===== src/rtl/seq_mag_mult.sv =====
// rtl/seq_mag_mult.sv - shift-add sign/magnitude multiplier, 2*WIDTH-bit signed product
// Optional EARLY_TERM_EN: leave RUN once the remaining multiplier bits are all zero.
module seq_mag_mult #(
   parameter int WIDTH = 5
) (
   input  logic               clk,
   input  logic               rst,
   input  logic               start,
   input  logic [WIDTH-1:0]   mag_a,
   input  logic [WIDTH-1:0]   mag_b,
   input  logic               neg_a,
   input  logic               neg_b,
   output logic               busy,
   output logic               done,
   output logic [2*WIDTH-1:0] product
);

   localparam int PW = 2 * WIDTH;
   localparam int CW = (WIDTH > 1) ? $clog2(WIDTH) : 1;

   typedef enum logic [1:0] {
      S_IDLE = 2'd0,
      S_RUN  = 2'd1,
      S_FIX  = 2'd2,
      S_DONE = 2'd3
   } state_t;

   state_t           state_q, state_d;
   logic [PW-1:0]    a_sh_q, a_sh_d;
   logic [PW-1:0]    acc_q, acc_d;
   logic [PW-1:0]    product_q, product_d;
   logic [WIDTH-1:0] b_q, b_d;
   logic [CW-1:0]    cnt_q, cnt_d;
   logic             sgn_q, sgn_d;
   logic             run_last;

   always_ff @(posedge clk or posedge rst) begin
      if (rst) begin
         state_q   <= S_IDLE;
         a_sh_q    <= '0;
         acc_q     <= '0;
         product_q <= '0;
         b_q       <= '0;
         cnt_q     <= '0;
         sgn_q     <= 1'b0;
      end else begin
         state_q   <= state_d;
         a_sh_q    <= a_sh_d;
         acc_q     <= acc_d;
         product_q <= product_d;
         b_q       <= b_d;
         cnt_q     <= cnt_d;
         sgn_q     <= sgn_d;
      end
   end

   always_comb begin
      state_d   = state_q;
      a_sh_d    = a_sh_q;
      acc_d     = acc_q;
      product_d = product_q;
      b_d       = b_q;
      cnt_d     = cnt_q;
      sgn_d     = sgn_q;
      run_last  = 1'b0;

      case (state_q)
         // DONE accepts a new request exactly like IDLE so starts can stream back-to-back
         S_IDLE, S_DONE: begin
            if (start) begin
               a_sh_d  = {{WIDTH{1'b0}}, mag_a};
               b_d     = mag_b;
               sgn_d   = neg_a ^ neg_b;
               acc_d   = '0;
               cnt_d   = '0;
               state_d = S_RUN;
            end else begin
               state_d = S_IDLE;
            end
         end
         S_RUN: begin
            if (b_q[0]) begin
               acc_d = acc_q + a_sh_q;
            end
            a_sh_d = a_sh_q << 1;
            b_d    = b_q >> 1;
            cnt_d  = cnt_q + 1'b1;
`ifdef EARLY_TERM_EN
            run_last = (cnt_q == CW'(WIDTH - 1)) || (b_d == '0);
`else
            run_last = (cnt_q == CW'(WIDTH - 1));
`endif
            if (run_last) begin
               state_d = S_FIX;
            end
         end
         // Negating a zero accumulator wraps back to zero, so no negative zero appears
         S_FIX: begin
            product_d = sgn_q ? (~acc_q + PW'(1)) : acc_q;
            state_d   = S_DONE;
         end
         default: state_d = S_IDLE;
      endcase
   end

   assign busy    = (state_q == S_RUN) || (state_q == S_FIX);
   assign done    = (state_q == S_DONE);
   assign product = product_q;

endmodule


===== config.mk =====
export PLATFORM = sky130hd
export DESIGN_NAME = seq_mag_mult
export DESIGN_NICKNAME = d
export VERILOG_FILES = /design/src/rtl/seq_mag_mult.sv
export SDC_FILE = /design/constraint.sdc
export NUM_CORES = 1
export LEC_CHECK = 0
export ABC_AREA = 1
export ABC_CLOCK_PERIOD_IN_PS = 2100
export CAP_MARGIN = 15
export CORE_ASPECT_RATIO = 0.9
export CORE_MARGIN = 2
export CORE_UTILIZATION = 30
export DETAILED_ROUTE_END_ITERATION = 8
export SYNTH_ARGS = -nofsm -noshare
export SYNTH_HDL_FRONTEND = slang
export SYNTH_SLANG_ARGS = --single-unit

===== constraint.sdc =====
create_clock -name clk -period 2.1 [get_ports clk]
set_input_delay 0.21 -clock clk [delete_from_list [all_inputs] [get_ports clk]]
set_output_delay 0.21 -clock clk [all_outputs]
set_load 0.02 [all_outputs]

==> key figures <==
Pwr
  • Net Sw Power: between 2 and 2.5 mW
  • Leak pwr: 1.42 nW
  • P_int: about 2.4 mW
  • Pwr Total: between 4 and 5 mW
  • Sw Share: between 40 and 50%
  • Sequential power share: between 30 and 40%
  • Max IR drop VDD: 0.000440 V
  • Logic pwr share: roughly 56%
  • Clock power share: a little over an eighth
  • Power Density: around 1500 mW/mm2

Synthesis
  • FF+latch count, synth: about 40
  • Cell taking the most area after synthesis: dfrtp_1
  • Synth Net Count: around 330
  • Synth Warn #: 0
  • EDFF count, synth: 0
  • Netlist cell types: 29
  • Most numerous cell in the Yosys netlist: nand2_1
  • Synthesized cell area: 0.00239 mm2
  • Top FF cell, synth: dfrtp_1
  • Synth async-reset ratio: 100%
  • Cell count after synthesis: between 300 and 400
  • Post-Syn Area per Cell: about 7.9 um2
  • Synth top cells by count: nand2_1, dfrtp_1, inv_1
  • Yosys top cell area share: between 40% and 50%
  • Leading post-synthesis cells by cell area: dfrtp_1, nand2_1, ha_1
  • Register area share after synthesis: 43.0%

Timing
  • Hold Fails Final Rpt: 0
  • Final hold slack: approximately 0.33 ns
  • Max-slew violations: 0
  • Final TNS setup: 0 ns
  • RSZ-0062 raised after global routing: no
  • Fin crit period: roughly 2 ns
  • Slew margin rel.: 64.5%
  • FMAX: ~0.5 GHz
  • Clock skew: roughly 0.006 ns
  • Setup WS post-layout: roughly 0.095 ns
  • Crit share post-route: a little over nine tenths
  • Final setup fails: 0
  • Worst-Margin Slew: approximately 0.53 ns

Status
  • Status: complete, no violations

Floorplanning
  • Die span in x: between 90 and 100 um
  • Top Ports: 27
  • Initial core utilization: about 31%
  • Core footprint: ~0.0076 mm2
  • Chip height: roughly 89 um
  • FP Rows: 30
  • Die area: between 0.008 and 0.009 mm2

Setup path
  • CP Capture Type: output pin
  • Largest fanout on the critical path: 5
  • Number of buffers and inverters on the critical path: 3
  • Worst Setup Path Type: flip-flop to output pin
  • Critical path startpoint category: flip-flop
  • Crit path DAT: between 1.5 and 2 ns
  • CP cell instances: inv_1, ha_1, inv_1, clkdlybuf4s50_1
  • Required @ worst endpoint: 1.89 ns
  • Delay-heaviest family, CP: buffers and inverters
  • CP peak stage delay: ~0.60 ns
  • Worst path slowest cell: clkdlybuf4s50_1
  • Crit-path most repeated cell: inv_1

Drt
  • Routed wire length: roughly 4900 um
  • Vias per cell: around 4.5
  • DRT Pass-1 Iters: 4
  • Drt wl/cell: about 11 um
  • Total number of vias: about 2000
  • ANT nets after route: 0
  • DRT iter0 DRCs: 91
  • Number of remaining DRC errors: 0

Clock network
  • CTS Root Cell: clkbuf_8
  • CTS tree: yes
  • CTS Buffer Depth: 2
  • Clk sinks: 41
  • Worst skew pair latency: ~0.30 ns
  • Cts bufs inserted: 5
  • Post CTS Setup Buffer Count: 0
  • Hold buffers post-CTS: 0
  • H-tree Lvls: 2
  • Clk pin slew, worst setup/hold paths: roughly 0.080 ns

Placed design
  • DP HPWL: between 3000 and 4000 um
  • Placed cells: 423
  • Buffers added on ports: 26
  • Area after DPL: approximately 0.0028 mm2
  • DP Worst Slack: between 0.15 and 0.2 ns
  • RD Place Congestion: 0.852

Global routing
  • GRT met2 Usage: between 10% and 20%
  • Pin count of the biggest net entering global routing: 42
  • Most Used Layer, Global Route: met2
  • First-pass GRT wire length: ~8400 um
  • Vias in the first global route: roughly 1800
  • Met1 Resource Use GR: roughly 17%
  • Total global routing overflow: 0
  • Total GRT Usage: about an eighth
  • Initial antenna violation count: 0
  • Met3 Track Usage GR: 2.76%

Finish
  • Nets@finish: between 300 and 400
  • Cell area after layout: 0.00287 mm2
  • Final core occ: roughly 38%
  • Layout area overhead: 20.2%
  • Non-Filler Instances: roughly 430
  • Share of cells above drive strength 1: 7.46%
  • Diodes inserted: 0

Hold path
  • Hold Crit Class: primary input to asynchronous set/reset pin

Run
  • Number of max-cap violations: 0
-- per-layer routing --
layer,up-vias,wire length [um]
met4,0,70
met1,877,2620
met5,-,0
met2,28,2080
met3,8,157
li1,1032,-
-- state kept, by name (all words and copies together) (netlist names) --
register,flops
product,10
state_q,2
acc_q,10
a_sh_q,10
cnt_q,3
sgn_q,1
b_q,5
-- placed cells by master, fill, tap and decap left out, types with 2 or more instances in the layout --
cell / n
a21oi_1: 10
a22o_1: 2
a31oi_1: 7
buf_4: 5
clkbuf_8: 7
clkdlybuf4s50_1: 26
dfrtp_1: 41
ha_1: 15
inv_1: 37
inv_2: 4
nand2_1: 89
nand3_1: 22
nand3b_1: 2
nor2_1: 23
o21ai_0: 18
o21ai_1: 2
o21ai_2: 2
o22ai_1: 5
o22ai_2: 2
xnor2_1: 2
xor2_1: 5
-- worst register-to-register path: stages (launching register included) --
cell     delay, ns
dfrtp_1       0.39
inv_1         0.07
ha_1          0.37
nand2_1       0.17
o21ai_2       0.18
o21ai_4       0.18
nor2_8        0.19
nand2_1       0.09
o21ai_2       0.11
-- cell families after synthesis --
kind of cell               synth area share [%]
and+or+nand+nor                            24.5
DFF                                        43.0
adders and majority gates                  8.70
AOI/OAI and AO/OA                          13.3
buffers and inverters                      8.02
xor gates and xnor gates                   2.57
-- final timing paths --
path / end / cells past startpoint / slack [ns] / startpoint
worst max-delay path: busy / 4 / 0.09 / state_q[0]$_DFFE_PP0P_
worst min-delay path: b_q[3]$_DFFE_PP0P_ / 3 / 0.33 / rst
worst max register to register: acc_q[7]$_DFFE_PP0P_ / 8 / 0.29 / state_q[0]$_DFFE_PP0P_
worst min register to register: product[7]$_DFFE_PP0P_ / 2 / 0.48 / product[7]$_DFFE_PP0P_
max in group asynchronous: product[6]$_DFFE_PP0P_ / 3 / 1.40 / rst
min in group clk: b_q[2]$_DFFE_PP0P_ / 3 / 0.47 / mag_b[2]
-- power by group through the flow --
stage,logic (mW),clock network [mW],registers [mW]
floorplan,1.77,0,1.41
global placement,2.45,0,1.38
detailed placement,2.48,0,1.39
CTS,2.49,0.593,1.38
global route,2.82,0.627,1.43
finish,2.46,0.573,1.38
-- what timing repair did --
item | 4_1_cts | 5_1_grt
resized for setup | 0 | 1
endpoints found under the setup margin | 0 | 2
endpoints found under the hold margin | 0 | 0
-- layout make-up --
type | instances | area, um2
well taps | 96 | 120
clock buffers | 7 | 96.3
repair buffers | 31 | 298
flip-flops and latches | 41 | 1030
clock inverters | 1 | 5.00
fillers | 784 | 4750
inverters | 41 | 154
multi-input cells | 214 | 1170
No activity file was read; power rests on OpenSTA's default activity.
